**src/rtl/si5340_reg_write_sequencer_if.sv**
```systemverilog
// Word-in / byte-command-out bus between the config serializer, the Si5340
// write sequencer and the i2c_master_byte controller.
interface si5340_reg_write_sequencer_if;
  logic [23:0] word_i;
  logic        word_valid_i;
  logic        word_ready_o;
  logic        start_o;
  logic        stop_o;
  logic        write_o;
  logic        read_o;
  logic        ack_in_o;
  logic [7:0]  din_o;
  logic        cmd_ack_i;
  logic        ack_out_i;
  logic        word_done_o;
  logic        busy_o;
  logic        error_o;
  logic [3:0]  retry_cnt_o;

  modport master (
    input  word_i, word_valid_i, cmd_ack_i, ack_out_i,
    output word_ready_o, start_o, stop_o, write_o, read_o, ack_in_o, din_o,
           word_done_o, busy_o, error_o, retry_cnt_o
  );

  modport slave (
    output word_i, word_valid_i, cmd_ack_i, ack_out_i,
    input  word_ready_o, start_o, stop_o, write_o, read_o, ack_in_o, din_o,
           word_done_o, busy_o, error_o, retry_cnt_o
  );
endinterface

```
**src/rtl/si5340_reg_write_sequencer.sv**
```systemverilog
// Turns {reg_addr, data} words into Si5340 page-select and register-write
// I2C byte commands, with page caching, NACK retry and a sticky error.
module si5340_reg_write_sequencer #(
  parameter logic [6:0] DEV_ADDR  = 7'h74,
  parameter logic [7:0] PAGE_REG  = 8'h01,
  parameter int unsigned RETRY_MAX = 3
) (
  input logic clk_i,
  input logic arst_i,
  si5340_reg_write_sequencer_if.master bus
);
  localparam logic [3:0] S_IDLE   = 4'd0;
  localparam logic [3:0] S_PG_DEV = 4'd1;
  localparam logic [3:0] S_PG_REG = 4'd2;
  localparam logic [3:0] S_PG_DAT = 4'd3;
  localparam logic [3:0] S_WR_DEV = 4'd4;
  localparam logic [3:0] S_WR_REG = 4'd5;
  localparam logic [3:0] S_WR_DAT = 4'd6;
  localparam logic [3:0] S_ABORT  = 4'd7;
  localparam logic [3:0] S_RETRY  = 4'd8;
  localparam logic [3:0] S_ERROR  = 4'd9;

  localparam logic [7:0] DEV_BYTE = {DEV_ADDR, 1'b0};

  logic [3:0]  state_reg;
  logic [23:0] word_reg;
  logic [7:0]  page_reg;
  logic        page_valid_reg;
  logic        pending_reg;
  logic        start_reg, stop_reg, write_reg;
  logic [7:0]  din_reg;
  logic        done_reg;
  logic        error_reg;
  logic [3:0]  retry_reg;

  logic        cmd_start, cmd_stop, cmd_write;
  logic [7:0]  cmd_din;
  logic [3:0]  ack_state;
  logic [3:0]  retry_inc;
  logic        page_hit;
  logic        nack;

  assign nack      = bus.ack_out_i;
  assign page_hit  = page_valid_reg && (page_reg == bus.word_i[23:16]);
  assign retry_inc = (retry_reg == 4'hF) ? 4'hF : retry_reg + 4'd1;

  // Command presented by each issuing state, and where its completion leads.
  always_comb begin
    cmd_start = 1'b0;
    cmd_stop  = 1'b0;
    cmd_write = 1'b0;
    cmd_din   = 8'h00;
    ack_state = state_reg;
    case (state_reg)
      S_PG_DEV: begin
        cmd_start = 1'b1; cmd_write = 1'b1; cmd_din = DEV_BYTE;
        ack_state = nack ? S_ABORT : S_PG_REG;
      end
      S_PG_REG: begin
        cmd_write = 1'b1; cmd_din = PAGE_REG;
        ack_state = nack ? S_ABORT : S_PG_DAT;
      end
      S_PG_DAT: begin
        cmd_write = 1'b1; cmd_stop = 1'b1; cmd_din = word_reg[23:16];
        ack_state = nack ? S_RETRY : S_WR_DEV;
      end
      S_WR_DEV: begin
        cmd_start = 1'b1; cmd_write = 1'b1; cmd_din = DEV_BYTE;
        ack_state = nack ? S_ABORT : S_WR_REG;
      end
      S_WR_REG: begin
        cmd_write = 1'b1; cmd_din = word_reg[15:8];
        ack_state = nack ? S_ABORT : S_WR_DAT;
      end
      S_WR_DAT: begin
        cmd_write = 1'b1; cmd_stop = 1'b1; cmd_din = word_reg[7:0];
        ack_state = nack ? S_RETRY : S_IDLE;
      end
      S_ABORT: begin
        cmd_stop  = 1'b1;
        ack_state = S_RETRY;
      end
      default: ack_state = state_reg;
    endcase
  end

  always_ff @(posedge clk_i or posedge arst_i) begin
    if (arst_i) begin
      state_reg      <= S_IDLE;
      word_reg       <= 24'h0;
      page_reg       <= 8'h00;
      page_valid_reg <= 1'b0;
      pending_reg    <= 1'b0;
      start_reg      <= 1'b0;
      stop_reg       <= 1'b0;
      write_reg      <= 1'b0;
      din_reg        <= 8'h00;
      done_reg       <= 1'b0;
      error_reg      <= 1'b0;
      retry_reg      <= 4'h0;
    end else begin
      done_reg <= 1'b0;
      case (state_reg)
        S_IDLE: begin
          if (bus.word_valid_i) begin
            word_reg  <= bus.word_i;
            retry_reg <= 4'h0;
            state_reg <= page_hit ? S_WR_DEV : S_PG_DEV;
          end
        end
        S_RETRY: begin
          page_valid_reg <= 1'b0;
          retry_reg      <= retry_inc;
          if (32'(retry_inc) > RETRY_MAX) begin
            state_reg <= S_ERROR;
            error_reg <= 1'b1;
          end else begin
            state_reg <= S_PG_DEV;
          end
        end
        S_ERROR: state_reg <= S_ERROR;
        S_PG_DEV, S_PG_REG, S_PG_DAT, S_WR_DEV, S_WR_REG, S_WR_DAT, S_ABORT: begin
          // Issue on the first cycle in the state; the clear on ack leaves
          // at least one quiet cycle before the next state's command.
          if (!pending_reg) begin
            start_reg   <= cmd_start;
            stop_reg    <= cmd_stop;
            write_reg   <= cmd_write;
            din_reg     <= cmd_din;
            pending_reg <= 1'b1;
          end else if (bus.cmd_ack_i) begin
            start_reg   <= 1'b0;
            stop_reg    <= 1'b0;
            write_reg   <= 1'b0;
            din_reg     <= 8'h00;
            pending_reg <= 1'b0;
            state_reg   <= ack_state;
            if (state_reg == S_PG_DAT && !nack) begin
              page_reg       <= word_reg[23:16];
              page_valid_reg <= 1'b1;
            end
            if (state_reg == S_WR_DAT && !nack) begin
              done_reg <= 1'b1;
            end
          end
        end
        default: state_reg <= S_IDLE;
      endcase
    end
  end

  assign bus.word_ready_o = (state_reg == S_IDLE);
  assign bus.busy_o       = (state_reg != S_IDLE) && (state_reg != S_ERROR);
  assign bus.start_o      = start_reg;
  assign bus.stop_o       = stop_reg;
  assign bus.write_o      = write_reg;
  assign bus.read_o       = 1'b0;
  assign bus.ack_in_o     = 1'b0;
  assign bus.din_o        = din_reg;
  assign bus.word_done_o  = done_reg;
  assign bus.error_o      = error_reg;
  assign bus.retry_cnt_o  = retry_reg;
endmodule
```
**src/flat_wrapper.sv**
```systemverilog
// flat-port wrapper written by rule: the top's interface ports become plain ports
module si5340_reg_write_sequencer_flat 
#(
  parameter logic [6:0] DEV_ADDR  = 7'h74,
  parameter logic [7:0] PAGE_REG  = 8'h01,
  parameter int unsigned RETRY_MAX = 3
)
  (clk_i, arst_i, bus_word_i, bus_word_valid_i, bus_cmd_ack_i, bus_ack_out_i, bus_word_ready_o, bus_start_o, bus_stop_o, bus_write_o, bus_read_o, bus_ack_in_o, bus_din_o, bus_word_done_o, bus_busy_o, bus_error_o, bus_retry_cnt_o);
  si5340_reg_write_sequencer_if bus_i ();
  input logic clk_i;
  input logic arst_i;
  input wire logic [$bits(bus_i.word_i)-1:0] bus_word_i;
  input wire logic [$bits(bus_i.word_valid_i)-1:0] bus_word_valid_i;
  input wire logic [$bits(bus_i.cmd_ack_i)-1:0] bus_cmd_ack_i;
  input wire logic [$bits(bus_i.ack_out_i)-1:0] bus_ack_out_i;
  output wire logic [$bits(bus_i.word_ready_o)-1:0] bus_word_ready_o;
  output wire logic [$bits(bus_i.start_o)-1:0] bus_start_o;
  output wire logic [$bits(bus_i.stop_o)-1:0] bus_stop_o;
  output wire logic [$bits(bus_i.write_o)-1:0] bus_write_o;
  output wire logic [$bits(bus_i.read_o)-1:0] bus_read_o;
  output wire logic [$bits(bus_i.ack_in_o)-1:0] bus_ack_in_o;
  output wire logic [$bits(bus_i.din_o)-1:0] bus_din_o;
  output wire logic [$bits(bus_i.word_done_o)-1:0] bus_word_done_o;
  output wire logic [$bits(bus_i.busy_o)-1:0] bus_busy_o;
  output wire logic [$bits(bus_i.error_o)-1:0] bus_error_o;
  output wire logic [$bits(bus_i.retry_cnt_o)-1:0] bus_retry_cnt_o;
  assign bus_i.word_i = bus_word_i;
  assign bus_i.word_valid_i = bus_word_valid_i;
  assign bus_i.cmd_ack_i = bus_cmd_ack_i;
  assign bus_i.ack_out_i = bus_ack_out_i;
  assign bus_word_ready_o = bus_i.word_ready_o;
  assign bus_start_o = bus_i.start_o;
  assign bus_stop_o = bus_i.stop_o;
  assign bus_write_o = bus_i.write_o;
  assign bus_read_o = bus_i.read_o;
  assign bus_ack_in_o = bus_i.ack_in_o;
  assign bus_din_o = bus_i.din_o;
  assign bus_word_done_o = bus_i.word_done_o;
  assign bus_busy_o = bus_i.busy_o;
  assign bus_error_o = bus_i.error_o;
  assign bus_retry_cnt_o = bus_i.retry_cnt_o;
  si5340_reg_write_sequencer #(.DEV_ADDR(DEV_ADDR), .PAGE_REG(PAGE_REG), .RETRY_MAX(RETRY_MAX)) u_core (.clk_i(clk_i), .arst_i(arst_i), .bus(bus_i));
endmodule
```
**config.mk**
```make
export PLATFORM = sky130hd
export DESIGN_NAME = si5340_reg_write_sequencer_flat
export DESIGN_NICKNAME = d
export VERILOG_FILES = /design/src/rtl/si5340_reg_write_sequencer_if.sv /design/src/rtl/si5340_reg_write_sequencer.sv /design/src/flat_wrapper.sv
export SDC_FILE = /design/constraint.sdc
export NUM_CORES = 1
export LEC_CHECK = 0
export ABC_CLOCK_PERIOD_IN_PS = 1800
export CORE_UTILIZATION = 47
export DETAILED_ROUTE_END_ITERATION = 10
export PLACE_DENSITY = 0.75
export SLEW_MARGIN = 20
export SYNTH_ARGS = -nofsm -noshare
export SYNTH_HDL_FRONTEND = slang
export SYNTH_SLANG_ARGS = --single-unit
```
**constraint.sdc**
```tcl
create_clock -name clk_i -period 1.8 [get_ports clk_i]
set_input_delay 0.36 -clock clk_i [delete_from_list [all_inputs] [get_ports clk_i]]
set_output_delay 0.36 -clock clk_i [all_outputs]
set_load 0.03 [all_outputs]
```
==> impl_metrics.toml <==
[run_status]
status = "finished, final reports clean"

[logic_synthesis]
yosysMostFrequentCell = "dfrtp_1"
synth-main-ff-cell = "dfrtp_1"
async_flop_share = 1.00
avgSynthCellArea_um2 = 12.0
synth_common_cells = "dfrtp_1 (55), mux2_4 (17), mux2_2 (15), inv_1 (11), o21ai_0 (11)"
synth-seq-area-share = 0.494
synth_cell_types = 51
synth_top_area_frac = 0.494
netlist_area_um2 = 2790
synth_top_area_cell = "dfrtp_1"
syn_inst = 232
synth-seq-cells = 55
synthTopCellsByArea = "dfrtp_1 (49%), mux2_4 (9.2%), mux2_2 (6.1%), xnor2_1 (2.8%), o2bb2ai_1 (2.5%)"
synth-edff-count = 0
ys_warn_count = 0

[layout]
largest_reg_flops = 24
nNetsFinal = 325
num-fill-cells = 464
n_antenna_cell = 0
fin_area_um2 = 3570
drive_gt1_frac = 0.264
fin_cells = 368
areaGrowthSynthToFinish_pct = 28.1

[power_and_ir_drop]
total_power_mw = 2.06
powerDensity_nw_per_um2 = 577
peakVddDrop_mv = 0.308
p_leak_nw = 1.66

[clock_network]
cts_max_path_buffers = 2
cts_buffers = 5
clk_latency_ns = 0.31
cts_max_level = 2
cts_tree = "yes"
cts_root_buffer = "clkbuf_8"
clk_pin_slew_ns = 0.10
cts_hold_buf = 0
cts_num_sinks = 55

[grt]
first_global_vias = 2066
globalRouteMet1Util = 0.268
grtUsageMet2 = 0.354
grt_use_met3 = 0.0299
track_usage = 0.207
antenna_found_initial = 0
grt_max_degree = 25
grt_overflow = 0
grt_pass1_wl_um = 9920
busiest_layer = "met2"

[floorplan]
placementRows = 27
core-area_um2 = 5610
die_h_um = 79.0
dieArea_um2 = 6240
die_w_um = 79.0
io_pins = 50
start_util = 0.497

[min_path]
hold_path.class = "in -> async"

[critical_path]
startpoint_type = "flop"
end_kind = "output pin"
path_cells = "nor4_4, buf_4, buf_6"
max_stage_delay_ns = 0.49
path_buf_inv = 2
critPathSlowestCell = "dfrtp_2"
path_class = "reg -> out"
crit_path_max_fanout = 7
cp_top_family = "flip-flops"
crit_arrival_ns = 1.41
worst-endpoint-required_ns = 1.44

[sta]
hold_viol = 0
skew_ns = 0.00591
setup_viol = 0
slew_violations = 0
period_share = 0.984
setup_slack_ns = 0.0280
timing.fmax_mhz = 564
worst_hold_slack_ns = 0.350
period_minus_slack_ns = 1.77

[drt]
drc_errors = 0
drt-wirelength-per-cell_um = 16.1
via_count = 2092
firstDrtPassIters = 4
routed_wl_um = 5940
vias_per_cell = 5.68
drt-initial-drc-count = 123
drtAntennaViolNets = 0

[placed_design]
dpl-instance-area_um2 = 3430
place_hpwl_um = 4420
dp_slack_ns = -0.151
place_inst = 356
numPortBuffers = 47
gp_congestion = 0.902

[run]
maxCapViolCount = 0
==> layout make-up <==
type                            instances  area, um^2  share of cell area
Clock buffer                            6        72.6              0.0203
Timing Repair Buffer                   71         693               0.194
Clock inverter                          2        16.3             0.00455
Tap cell                               72        90.1              0.0252
Multi-Input combinational cell        151        1280               0.358
Sequential cell                        55        1380               0.387
Inverter                               11        41.3              0.0116
==> timing repair <==
action	CTS	global route
resized for setup	8	5
setup buffers	3	1
endpoints found under the setup margin	6	3
pin swaps	1	0
hold endpoints to repair	0	0
==> cells in the final DEF, fill, tap and decap left out, types with 2 or more instances in the layout <==
cell type / netlist / layout
a22oi_1: 3 / 3
nand2_1: 4 / 4
xnor2_1: 9 / 9
o21ai_0: 11 / 10
mux2_4: 17 / 17
clkdlybuf4s50_1: 0 / 41
o22ai_1: 2 / 2
a32oi_1: 5 / 5
a21boi_0: 3 / 3
dlygate4sd2_1: 0 / 3
clkbuf_8: 0 / 5
nand4_1: 2 / 2
nor2_1: 8 / 7
buf_6: 3 / 3
conb_1: 1 / 2
buf_12: 0 / 3
nor3_1: 5 / 5
nand3b_1: 5 / 5
nand3_1: 3 / 3
a22o_1: 4 / 4
buf_4: 3 / 20
nand2b_1: 2 / 2
inv_2: 0 / 2
a21oi_1: 8 / 8
a31oi_1: 4 / 4
dfrtp_1: 55 / 51
inv_1: 11 / 9
nor2b_1: 4 / 4
nor4_1: 3 / 3
o2bb2ai_1: 8 / 8
mux2_2: 15 / 15
dfrtp_2: 0 / 4
==> stage by stage <==
stage           TNS, ns  utilization
2_1_floorplan    -0.435            -
6_report              0        0.637
5_1_grt        -0.00369        0.637
4_1_cts               0        0.633
3_3_place_gp      -1.15        0.612
3_5_place_dp      -1.32        0.612
==> per-layer routing <==
| metal | wire length [um] | vias to the layer above |
|---|---|---|
| met4 | 71 | 0 |
| li1 | - | 983 |
| met2 | 3010 | 59 |
| met3 | 244 | 9 |
| met5 | 0 | - |
| met1 | 2610 | 1041 |
==> cell families after synthesis <==
| kind of cell | Yosys count | share of synthesized area |
|---|---|---|
| multiplexers | 33 | 0.156 |
| buffers and inverters | 27 | 0.0521 |
| flip-flops | 55 | 0.494 |
| AND/OR/NAND/NOR | 46 | 0.110 |
| AO/OA/AOI/OAI | 58 | 0.148 |
| other | 1 | 0.00135 |
| XOR/XNOR | 10 | 0.0314 |
| adder cells (fa/ha/maj) | 2 | 0.00808 |
==> where the power goes <==
group | total [mW] | switching (mW) | internal, mW
Combinational | 0.130 | 0.0556 | 0.0742
Sequential | 1.23 | 0 | 1.23
Clock | 0.696 | 0.416 | 0.280
Total | 2.06 | 0.471 | 1.59
==> worst paths after layout <==
kind | depth (start not counted) | slack (ns) | startpoint | end
worst max register to register | 5 | 0.09 | u_core.state_reg[2] | u_core.word_reg[13]
worst min register to register | 1 | 0.49 | u_core.bus.error_o | u_core.bus.error_o
min in group clk_i | 1 | 0.49 | u_core.bus.error_o | u_core.bus.error_o
worst min-delay path | 2 | 0.35 | arst_i | u_core.word_reg[21]
max in group asynchronous | 3 | 0.97 | arst_i | u_core.state_reg[1]
worst max-delay path | 3 | 0.03 | u_core.state_reg[2] | bus_word_ready_o
Power figures use the tool's default switching activity.
